==> src/rtl/serial_m_of_n_checker_pkg.sv <==
// Shared definitions for the serial M-of-N symbol checker.
package SerialMofNDefs;

    typedef logic bool_t;

    // HUNT: waiting for a sync; COLLECT: assembling symbols.
    typedef enum logic {
        HUNT    = 1'b0,
        COLLECT = 1'b1
    } state_t;

    localparam int DEF_N     = 5;
    localparam int DEF_M     = 2;
    localparam int DEF_CNT_W = 16;

endpackage

==> src/rtl/serial_m_of_n_checker_sat_counter.sv <==
// Saturating up-counter with synchronous clear.
// When clr and inc arrive in the same cycle, the clear is applied first,
// so the count becomes 1.
module sat_counter
    import SerialMofNDefs::*;
#(
    parameter int W = DEF_CNT_W
) (
    input  logic         clk,
    input  logic         reset_n,
    input  logic         inc,
    input  logic         clr,
    output logic [W-1:0] count
);

    // Count increments, hold at all-ones, clear-then-increment on collision.
    always_ff @(posedge clk or negedge reset_n) begin
        if (!reset_n) begin
            count <= '0;
        end else if (clr) begin
            count <= inc ? W'(1) : '0;
        end else if (inc && (count != '1)) begin
            count <= count + W'(1);
        end
    end

endmodule

==> config.mk <==
export PLATFORM = sky130hd
export DESIGN_NAME = sat_counter
export DESIGN_NICKNAME = d
export VERILOG_FILES = /design/src/rtl/serial_m_of_n_checker_pkg.sv /design/src/rtl/serial_m_of_n_checker_sat_counter.sv
export SDC_FILE = /design/constraint.sdc
export NUM_CORES = 1
export LEC_CHECK = 0
export ABC_AREA = 1
export CORE_MARGIN = 3
export CORE_UTILIZATION = 30
export DETAILED_ROUTE_END_ITERATION = 8
export PLACE_DENSITY = 0.61
export SLEW_MARGIN = 20
export SYNTH_ARGS = -nofsm -noshare
export SYNTH_HDL_FRONTEND = slang
export SYNTH_SLANG_ARGS = --single-unit
export TNS_END_PERCENT = 1
==> constraint.sdc <==
create_clock -name clk -period 2.45 [get_ports clk]
set_input_delay 0.3675 -clock clk [delete_from_list [all_inputs] [get_ports clk]]
set_output_delay 0.3675 -clock clk [all_outputs]
set_load 0.03 [all_outputs]
== Yosys cells after proc, flatten, opt, wreduce, memory -nomap -nowiden ==
Index checks and enable logic that the tools add are counted.
Widths: inputs -> output; s select.
Storage, ports and cells
  flip-flop bits (word level): 16
  output and inout port bits: 16
  word-level logic and storage cells: 8
Cells by class
  add/sub/neg operators: 1
  equality and inequality tests: 1
  mux-type cells: 3
  reductions and logical operators: 2
Operator list (count)
  $mux 16: 2
  $add 16x1->16 const B: 1
  $ne 16x16->1 const B: 1
  $reduce_bool 2->1: 1
  $logic_and 1x1->1: 1
  $mux 1: 1

== Longest topological paths before layout ==
  depth in word-level cells: 4
  depth in mapped cells: 10
  depth with buffers taken out: 9

== Worst setup path after synthesis ==
No wires, ideal clock.
  path type: register to register
  start point: reg count[1]
  end point: reg count[6]
  setup time: 0.119 ns
  arrival time: 1.578 ns
  data required time: 2.331 ns
  path slack: 0.754 ns
  stages on the path, launching flop included: 10
  path buffers: 1
  clock period less this slack: 1.696 ns
  cells stage by stage: dfrtp_1 -> ha_1 -> nand2_1 -> nor2_4 -> nand2_2 -> nor2_2 -> nor2_1 -> buf_2 -> nand3_1 -> nand2_1
On the way
  cells in the longest elaborated chain, start to end: 3
  elaborated cells between the ends (all ways): 6
  those cells by class: add/sub (1); eq/ne (1); mux (2); reduce/logical (2)
RTL lines
  start: declaration: line serial_m_of_n_checker_sat_counter.sv:13  | output logic [W-1:0] count
  start signal: assignment: line serial_m_of_n_checker_sat_counter.sv:21  | count <= inc ? W'(1) : '0;
  start signal: assignment: line serial_m_of_n_checker_sat_counter.sv:23  | count <= count + W'(1);
  $add 16x1->16 or $ne 16x16->1 (tied branches): line serial_m_of_n_checker_sat_counter.sv:23, serial_m_of_n_checker_sat_counter.sv:22
  $mux 16 or $logic_and 1x1->1 (tied branches): line serial_m_of_n_checker_sat_counter.sv:22  | end else if (inc && (count != '1)) begin
  $mux 16 or $reduce_bool 2->1 (tied branches)
Parallel ways exist; a longest one is shown, timed or not. The select of a mux whose other input is x is not followed.
A chain may end at the register's enable or synchronous reset.

== Worst setup path after layout ==
  start point: reg count[11]
  end point: out count[11]
No word-level cell between the ends.

==> run metrics <==
max reg flops=16; slowest cell on the critical path=clkdlybuf4s50_1; die height=64.3 um; DRC violations left=0; leakage power=~0.56 nW; status=complete, no violations; Clk pwr share=0.348; fin nets=177; io pins=20; antenna violations before repair=0; Tightest Pin Transition=roughly 0.74 ns; Sequential Power Share=0.526; hold_ws=between 0.4 and 0.5 ns; worst setup margin=approximately 0.6 ns; Post-CTS Setup Bufs=0; TritonCTS Buffers=3; yosys warns=0; final hold vios=0; H-tree levels=1; Psw=0.000144 W; post-CTS resize count=0; Final setup viols=0; Mapped Area=between 1000 and 1500 sq um; pre-CTS setup slack=between 0.7 and 0.8 ns; fill count=between 300 and 400; vias in the first global route=974; period utilization=0.753; worst path cell trace=clkdlybuf4s50_1; CP Launch Type=flip-flop; Hold Crit Class=input pin to asynchronous set/reset pin; most common cell after layout, fill and taps aside=nand2_1; global-route congestion overflow total=0; DIE AREA=about 4100 sq um; Total Power=0.000529 W; CP arrival=~1.5 ns; Total Routed Length=2440 um; slowest stage delay, CP=about 0.71 ns; CTS tree=done; sequential area share after synthesis=0.392; most frequent cells in the layout=nand2_1, nor2_1, clkdlybuf4s50_1, dfrtp_1, nand3_1; gpl congestion=a little under 0.8; global-route wire length before repair=about 4400 um; PortBufs=19; detailed placement HPWL=around 1800 um; combinational power share=0.126; Max Slew Vio Count=0; Seq cells post-synth=16; pwr dens=~410 nW/um^2; WP data required=around 2.1 ns; Mapped Nets=154; Buf/Inv on CP=1; core area=between 3000 and 4000 sq um; DR iter-0 viols=between 40 and 50; detailed-route via count=about 1000; crit path max fanout=7; Setup Skew=0.00740 ns; P_int=0.000386 W; Tmin final=roughly 1.8 ns; clk sinks=16; DR pass1 iterations=4; leading registers by flop count=count x16; Hold-fix buffers, CTS=0; share of cells above drive strength 1=0.0760; Routed Antenna Nets=0; Inserted Diodes=0; WL/cell=11.4 um; MaxCap Viol Count=0; Setup TNS Final=0 ns; CP top delay family=buffers and inverters; Clock Latency Late Sink=about 0.30 ns; slew margin rel.=0.503; Die X=approximately 64 um; Max IR drop VDD=0.147 mV; synthesized area per cell=about 6.9 sq um; Post-Synthesis Cells=about 150; Top reg by flops=count; largest net degree at the start of global routing=17; Fmax achieved=~540 MHz; unrepaired setup endpoints after global routing=false; CP Class=flip-flop to output pin; Max Root-Sink Buffers=2; sw frac=0.271; Clk Tree Root Cell=clkbuf_4; Clock transition at path regs=~0.1 ns; Initial Utilization=0.324; area delta synth->final=27.1%; via/cell ratio=between 4 and 5; row cnt=20; Cell variety after synth=24; kind of end point of the critical path=output pin; total track usage=0.134
==> final cells by class <==
class / count / area, sq um / share of cell area
clock buffer: 4 / 36.3 / 0.0280
multi-input combinational: 116 / 548 / 0.422
tap: 44 / 55.1 / 0.0424
inverter: 14 / 52.6 / 0.0405
sequential: 16 / 400 / 0.309
timing repair buffer: 21 / 205 / 0.158
==> cells by family after synthesis <==
| family | count (synthesis) | share of synthesized area |
|---|---|---|
| simple gates | 100 | 0.426 |
| xor+xnor | 3 | 0.0257 |
| fa+ha+maj | 1 | 0.0123 |
| flops | 16 | 0.392 |
| compound gates | 12 | 0.0723 |
| buf+inv | 17 | 0.0711 |
==> worst paths after layout <==
check,from,endpoint,slack (ns),cells past startpoint
min reg2reg,count[9],count[9],0.57,2
max,count[11],count[11],0.60,1
max in group asynchronous,reset_n,count[4],1.49,1
max reg2reg,count[1],count[0],0.77,9
min,reset_n,count[7],0.50,1
min in group clk,count[9],count[9],0.57,2
==> metrics by stage <==
step / std cells / util / instance area, sq um
2_1_floorplan: 149 / - / 1020
3_5_place_dp: 211 / 0.400 / 1260
3_3_place_gp: 211 / 0.400 / 1260
6_report: 215 / 0.412 / 1300
5_1_grt: 215 / 0.412 / 1300
4_1_cts: 215 / 0.412 / 1300
==> power by group through the flow <==
stage	Clock, W	Combinational (W)	Sequential [W]
floorplan	0	0.0000260	0.000294
global placement	0	0.0000668	0.000283
detailed placement	0	0.0000677	0.000284
CTS	0.000193	0.0000678	0.000279
global route	0.000208	0.0000731	0.000280
finish	0.000184	0.0000667	0.000279
==> routing by layer <==
layer / track usage / wire length [um]
met2: 0.209 / 1110
met4: 0.0554 / 35
met3: 0.0264 / 94
met1: 0.181 / 1200
met5: 0 / 0
==> synth_stat cells, drive strengths merged <==
| cell | count | area share |
|---|---|---|
| dfrtp | 16 | 0.39 |
| ha | 1 | 0.012 |
| nand2 | 54 | 0.20 |
| inv | 13 | 0.048 |
| xnor2 | 3 | 0.026 |
| o21ai | 4 | 0.023 |
| nand3 | 14 | 0.069 |
| clkinv | 1 | 0.0037 |
| nand3b | 1 | 0.0074 |
| o21bai | 3 | 0.022 |
| nor2 | 24 | 0.11 |
| a21boi | 1 | 0.0074 |
| buf | 3 | 0.020 |
| a21oi | 4 | 0.020 |
| nor3 | 1 | 0.0049 |
| nand4 | 6 | 0.037 |
(Power assumes the default switching activity.)
